<file path="config.mk">
export PLATFORM = sky130hd
export DESIGN_NAME = magic_nor_sequencer
export DESIGN_NICKNAME = d
export VERILOG_FILES = /design/src/rtl/magic_nor_sequencer.sv
export SDC_FILE = /design/constraint.sdc
export NUM_CORES = 1
export LEC_CHECK = 0
export CAP_MARGIN = 20
export CORE_ASPECT_RATIO = 0.9
export CORE_MARGIN = 3
export CORE_UTILIZATION = 30
export DETAILED_ROUTE_END_ITERATION = 12
export HOLD_SLACK_MARGIN = 0.05
export PLACE_DENSITY_LB_ADDON = 0.1
export SYNTH_ARGS = -nofsm -noshare
export SYNTH_HDL_FRONTEND = slang
export SYNTH_SLANG_ARGS = --single-unit
</file>
<file path="constraint.sdc">
create_clock -name clk -period 6.5 [get_ports clk]
set_clock_uncertainty 0.2 [all_clocks]
set_input_delay 1.3 -clock clk [delete_from_list [all_inputs] [get_ports clk]]
set_output_delay 1.3 -clock clk [all_outputs]
set_load 0.1 [all_outputs]
</file>
<file path="src/rtl/magic_nor_sequencer.sv">
// Sequencer that replays a stored MAGIC NOR program as INIT/EVAL crossbar command pairs.
// Optional stall counter is built only when MAGIC_STALL_CNT_EN is defined.
module magic_nor_sequencer #(
    parameter  int AW  = 6,
    parameter  int PD  = 32,
    localparam int PAW = $clog2(PD),
    localparam int IW  = 3 + 4 * AW
) (
    input  logic           clk,
    input  logic           rst,
    input  logic           prog_we,
    input  logic [PAW-1:0] prog_addr,
    input  logic [IW-1:0]  prog_wdata,
    input  logic           start,
    output logic           busy,
    output logic           done,
    output logic           err,
    output logic [PAW-1:0] pc,
    output logic           cmd_valid,
    input  logic           cmd_ready,
    output logic           cmd_type,
    output logic [AW-1:0]  cmd_dst,
    output logic [AW-1:0]  cmd_src0,
    output logic [AW-1:0]  cmd_src1,
    output logic [AW-1:0]  cmd_src2,
    output logic [1:0]     cmd_nsrc,
    output logic [15:0]    stall_cnt
);

    localparam logic [2:0] S_IDLE   = 3'd0;
    localparam logic [2:0] S_FETCH  = 3'd1;
    localparam logic [2:0] S_DECODE = 3'd2;
    localparam logic [2:0] S_INIT   = 3'd3;
    localparam logic [2:0] S_EVAL   = 3'd4;
    localparam logic [2:0] S_DONE   = 3'd5;

    localparam logic [PAW-1:0] PC_LAST = PAW'(PD - 1);

    logic [2:0]    state_r;
    logic [IW-1:0] mem_r [PD];
    logic [IW-1:0] instr_r;

    logic          op_s;
    logic [1:0]    nsrc_s;
    logic [AW-1:0] dst_s;
    logic [AW-1:0] src0_s;
    logic [AW-1:0] src1_s;
    logic [AW-1:0] src2_s;
    logic          start_ok_s;

    assign op_s       = instr_r[0];
    assign nsrc_s     = instr_r[2:1];
    assign dst_s      = instr_r[3 +: AW];
    assign src0_s     = instr_r[3 + AW +: AW];
    assign src1_s     = instr_r[3 + 2 * AW +: AW];
    assign src2_s     = instr_r[3 + 3 * AW +: AW];
    assign start_ok_s = (state_r == S_IDLE) && start;

    // Program store: writes only while idle, single synchronous read in FETCH
    always_ff @(posedge clk) begin
        if (prog_we && !busy) begin
            mem_r[prog_addr] <= prog_wdata;
        end
        if (state_r == S_FETCH) begin
            instr_r <= mem_r[pc];
        end
    end

    // Control FSM with registered command and status outputs
    always_ff @(posedge clk) begin
        if (rst) begin
            state_r   <= S_IDLE;
            busy      <= 1'b0;
            done      <= 1'b0;
            err       <= 1'b0;
            pc        <= '0;
            cmd_valid <= 1'b0;
            cmd_type  <= 1'b0;
            cmd_dst   <= '0;
            cmd_src0  <= '0;
            cmd_src1  <= '0;
            cmd_src2  <= '0;
            cmd_nsrc  <= 2'd0;
        end else begin
            done <= 1'b0;
            case (state_r)
                S_IDLE: begin
                    if (start) begin
                        pc      <= '0;
                        err     <= 1'b0;
                        busy    <= 1'b1;
                        state_r <= S_FETCH;
                    end
                end
                S_FETCH: begin
                    state_r <= S_DECODE;
                end
                S_DECODE: begin
                    if (!op_s) begin
                        busy    <= 1'b0;
                        done    <= 1'b1;
                        state_r <= S_DONE;
                    end else if (nsrc_s == 2'd0) begin
                        err     <= 1'b1;
                        busy    <= 1'b0;
                        done    <= 1'b1;
                        state_r <= S_DONE;
                    end else begin
                        cmd_dst   <= dst_s;
                        cmd_src0  <= src0_s;
                        cmd_src1  <= src1_s;
                        cmd_src2  <= src2_s;
                        cmd_nsrc  <= nsrc_s;
                        cmd_type  <= 1'b0;
                        cmd_valid <= 1'b1;
                        state_r   <= S_INIT;
                    end
                end
                S_INIT: begin
                    if (cmd_ready) begin
                        cmd_type <= 1'b1;
                        state_r  <= S_EVAL;
                    end
                end
                S_EVAL: begin
                    if (cmd_ready) begin
                        cmd_valid <= 1'b0;
                        // Last slot acts as an implicit HALT; pc never wraps
                        if (pc == PC_LAST) begin
                            busy    <= 1'b0;
                            done    <= 1'b1;
                            state_r <= S_DONE;
                        end else begin
                            pc      <= pc + PAW'(1);
                            state_r <= S_FETCH;
                        end
                    end
                end
                S_DONE: begin
                    state_r <= S_IDLE;
                end
                default: begin
                    busy      <= 1'b0;
                    cmd_valid <= 1'b0;
                    state_r   <= S_IDLE;
                end
            endcase
        end
    end

`ifdef MAGIC_STALL_CNT_EN
    logic [15:0] stall_cnt_r;

    // Saturating count of back-pressured command cycles, cleared by an accepted start
    always_ff @(posedge clk) begin
        if (rst) begin
            stall_cnt_r <= 16'd0;
        end else if (start_ok_s) begin
            stall_cnt_r <= 16'd0;
        end else if (cmd_valid && !cmd_ready && (stall_cnt_r != 16'hFFFF)) begin
            stall_cnt_r <= stall_cnt_r + 16'd1;
        end
    end

    assign stall_cnt = stall_cnt_r;
`else
    logic unused_start_ok_s;
    assign unused_start_ok_s = start_ok_s;
    assign stall_cnt         = 16'd0;
`endif

endmodule

</file>
# Word level (Yosys, flattened, before mapping)
# Memories as Yosys holds them, arrays and structs flattened. A register that Yosys moved wholly into a read port is not among the register bits.
# Index checks and enable logic that the tools add are counted.
# totals
mem_bits_rw	864
word_cells	84
n_memories	1
register_bits	39
# mem_list
memory	words	word_bits	read_ports	rd_ports_with_merged_regs	write_ports	line	source
mem_r	32	27	1	1	1	40	logic [IW-1:0] mem_r [PD];
# classes
n_mux	36
add_sub_neg	1
n_bitwise	3
reduce_logical	16
n_eq_ne	15
# op_table
op	n
$mux 1	20
$mux 3	6
$ne 2x2->1 const B	8
$reduce_and 4->1	4
$mux 5	3
$pmux 3 s5	1
$pmux 5 s2	1
$eq 3x2->1 const B	2
$eq 3x3->1 const B	2
$pmux 1 s2	3
$reduce_and 3->1	2
$reduce_bool 2->1	3
$add 5x1->5 const B	1
$eq 5x5->1 const B	1
$reduce_and 5->1	1
$pmux 1 s4	1
$reduce_or 4->1	1
$eq 3x1->1 const B	1
$logic_not 3->1	1
$ne 3x3->1 const B	1
$not 1->1	3
$pmux 1 s3	1
$reduce_or 3->1	1
$logic_not 2->1	1
2 further kinds	2

# Depth between registers and ports, before layout
# depth
word_depth	4
depth_mapped	8
ltp_nobuf	8

# Least setup slack after synthesis
# OpenSTA, ideal clock, no wires.
# synth_path
path_kind	in2reg
start	in prog_we
end	mem mem_r[13][0] in the netlist's numbering (enable)
setup_slack_ps	2739
n_path_buf	1
cell_stages	4
t_required_ps	5889
setup_ps	411
arrival_time_ps	3150
path_cell_list	nand2b_1 -> or3b_2 -> clkbuf_1 -> nor2_1
# synth_via
elab_chain_len	3
# synth_lines
item	line	source
from (decl)	11	input logic prog_we,
$logic_and 1x1->1	61	if (prog_we && !busy) begin
$mux 1	61	
$mux 1 (not written as such)	62	mem_r[prog_addr] <= prog_wdata;
to (decl)	40	
# No other way between the ends.

# Final worst setup path
# layout_path
start	reg pc[1]
end	out pc[1]
# layout_lines
item	line	source
from (decl)	18	output logic [PAW-1:0] pc,
from (signal assigned)	134	pc <= pc + PAW'(1);
# No word-level cell between the ends.

==> impl_results.md <==
- Status: finished, final reports clean
- Root Buffer Master: clkbuf_16
- Worst setup SP type: register
- Delay-heaviest family, CP: buffers and inverters
- Worst-Skew Late Latency: roughly 0.7 ns
- Post-CTS setup buffer count: 0
- VDD IR max: approximately 0.22 mV
- H-tree levels: 3
- Hold Slack: roughly 0.26 ns
- Dpl hpwl: 60300 um
- Slowest CP cell: clkdlybuf4s50_1
- Core area: 0.120 mm^2
- Hold WC Path Type: reg2reg
- Area leader, netlist: edfxtp_1
- GRT overflow: 0
- Area Growth Syn to Fin: 14.8%
- Largest net degree at the start of global routing: 120
- Minimum clock period: 4.21 ns
- Vias in the first global route: between 15000 and 20000
- Overall power: between 10000 and 15000 uW
- CP arrival: between 2 and 3 ns
- Critical Path RT: around 5 ns
- # resized after CTS: 0
- Post-synth cell types: 48
- Post-synthesis sequential area ratio: 75.9%
- Die footprint: between 0.1 and 0.15 mm^2
- Final Hold Fails: 0
- Main area contributors after synthesis: edfxtp_1 (74%), mux2i_1 (12%), dfxtp_1 (2.2%), a22oi_1 (1.7%), a21oi_1 (1.6%)
- Cell leakage power: 0.0122 uW
- Total CTS buffers: between 100 and 150
- Mapped cell area: roughly 0.036 mm^2
- Slew Limit Fails: 0
- # IOs: 89
- EDFF count, synth: roughly 890
- Drt via density: roughly 4.9
- Wirelength per Cell: 26.3 um
- Nets: ~2200
- Row Count: 120
- DR iter-0 viols: ~1700
- Clk slew on worst S/H paths: around 0.06 ns
- Pint: between 9000 and 10000 uW
- Worst-Margin Slew: ~1.1 ns
- Final setup vio count: 0
- GPL Wtd Cong: between 0.7 and 0.8
- Synth warnings: 0
- RSZ-0062 raised after global routing: no
- WS Path Type: reg2out
- Routed Wire Length: between 100000 and 150000 um
- Max Cap Viol: 0
- Antenna-violating nets left: 0
- Layout cell share with drive strength beyond 1: around a tenth
- Max Freq: 238 MHz
- # port buffers: 72
- Logic gate share of total power: under 10%
- Worst-path cell chain: clkdlybuf4s50_1
- Clock Sinks: 930
- Cell count after synthesis: 2135
- Clock group share of total power: between 40% and 50%
- Final TNS setup: 0 ns
- Syn_area_per_cell: 17.0 um^2
- Slew margin rel.: approximately a quarter
- Switch share: 21.1%
- Critical path peak fanout: 30
- Async S/R FF share, synth: 0%
- Main synth FF type: edfxtp_1
- Hold_buf cts: 0
- Post-synth top cells: edfxtp_1 (891), mux2i_1 (433), nand2_1 (142)
- Sequential power share: a little over half
- Die Span Y: about 340 um
- Layout Utilization: between 30% and 40%
- TritonCTS clock tree: built
- Initial core utilization: a little under a third
- Initial antenna violation count: 8
- Slowest stage delay, CP: between 1 and 1.5 ns
- Die width: around 370 um
- Fin crit share: 64.8%
- Crit path buf inv count: 1
- Most frequent cell after synthesis: edfxtp_1
- Synth Register Bits: 930
- First-pass GRT wire length: between 100000 and 150000 um
- Yosys top cell area share: roughly three quarters
- Via count: about 19000
- Setup crit end kind: output pin
- Total Routing Usage GR: approximately 16%
- Drt pass-1 iters: 5
- PD cells: roughly 300 mW/mm^2
- Switching power: roughly 2600 uW
- Post-route DRC violation count: 0
- Clock buffer depth: 3
[metrics by stage]
stage | std cells | instance area, um^2 | setup WS (ns)
3_3_place_gp | 3688 | 38500 | 2.01
6_report | 3870 | 41700 | 2.29
2_1_floorplan | 2150 | 36300 | 2.74
5_1_grt | 3866 | 41600 | 2.16
4_1_cts | 3865 | 41600 | 2.19
3_5_place_dp | 3688 | 38500 | 2.05
[layout by cell type (no fill, tap or decap), types with 5 or more instances in the layout]
| master | netlist | routed |
|---|---|---|
| edfxtp_1 | 891 | 891 |
| mux2i_1 | 433 | 433 |
| nand2_1 | 142 | 142 |
| a21oi_1 | 114 | 114 |
| clkbuf_16 | 0 | 105 |
| nand3_1 | 84 | 84 |
| a22oi_1 | 81 | 81 |
| a22o_1 | 54 | 54 |
| clkdlybuf4s50_1 | 0 | 44 |
| dfxtp_1 | 39 | 38 |
| nor2_4 | 1 | 33 |
| a31oi_1 | 30 | 30 |
| clkbuf_1 | 22 | 30 |
| nor3_1 | 29 | 29 |
| buf_2 | 38 | 28 |
| conb_1 | 1 | 16 |
| nor2_1 | 46 | 14 |
| clkinv_2 | 0 | 13 |
| clkinv_1 | 0 | 13 |
| buf_4 | 56 | 10 |
| buf_12 | 0 | 7 |
| bufinv_16 | 0 | 6 |
| nand2b_1 | 7 | 5 |
[cell families after synthesis]
kind of cell / after synthesis / synth area share, %
adders and majority gates: 2 / 0.0689
buffers and inverters: 138 / 2.52
muxes: 434 / 12.0
DFF: 930 / 75.9
xor gates and xnor gates: 2 / 0.0483
and+or+nand+nor: 339 / 4.23
other: 1 / 0.0103
AOI/OAI and AO/OA: 289 / 5.26
[registers in the layout, indices dropped and copies added, names as in the netlist]
register   count
cmd_type       1
cmd_dst        6
cmd_src0       6
state_r        3
cmd_src2       6
cmd_src1       6
mem_r        864
pc             5
instr_r       27
cmd_valid      1
err            1
cmd_nsrc       2
busy           1
done           1
[final timing paths]
path,cells past startpoint,endpoint,startpoint,slack [ns]
max reg2reg,6,instr_r[1]$_DFFE_PP_,pc[2]$_SDFFE_PP0P_,2.84
min reg2reg,2,cmd_src1[5]$_SDFFE_PP0P_,cmd_src1[5]$_SDFFE_PP0P_,0.26
max,1,pc[1],pc[1]$_SDFFE_PP0P_,2.29
min,2,cmd_src1[5]$_SDFFE_PP0P_,cmd_src1[5]$_SDFFE_PP0P_,0.26
[layer usage]
metal	vias to the layer above	GRT usage (%)	share of wire (%)
met4	2	4.49	2.6
met2	469	24.2	44
met1	9729	23.4	49
met5	-	0	0.013
li1	8479	-	-
met3	128	3.28	4.8
[layout make-up]
class	instances	area (um^2)
Fill cell	11465	77900
Sequential cell	930	27500
Multi-Input combinational cell	1082	8160
Clock buffer	138	2780
Tap cell	1586	1980
Timing Repair Buffer	90	823
Clock inverter	39	352
Antenna cell	4	10.0
Inverter	1	3.75
[power groups by stage]
stage               combinational, uW  sequential (uW)  clock (uW)
global placement                  369             6770           0
CTS                               375             6650        5670
global route                      391             6650        5910
detailed placement                374             6780           0
floorplan                         129             6800           0
finish                            367             6650        5520
Note: power is estimated with default switching activity, not from simulation.
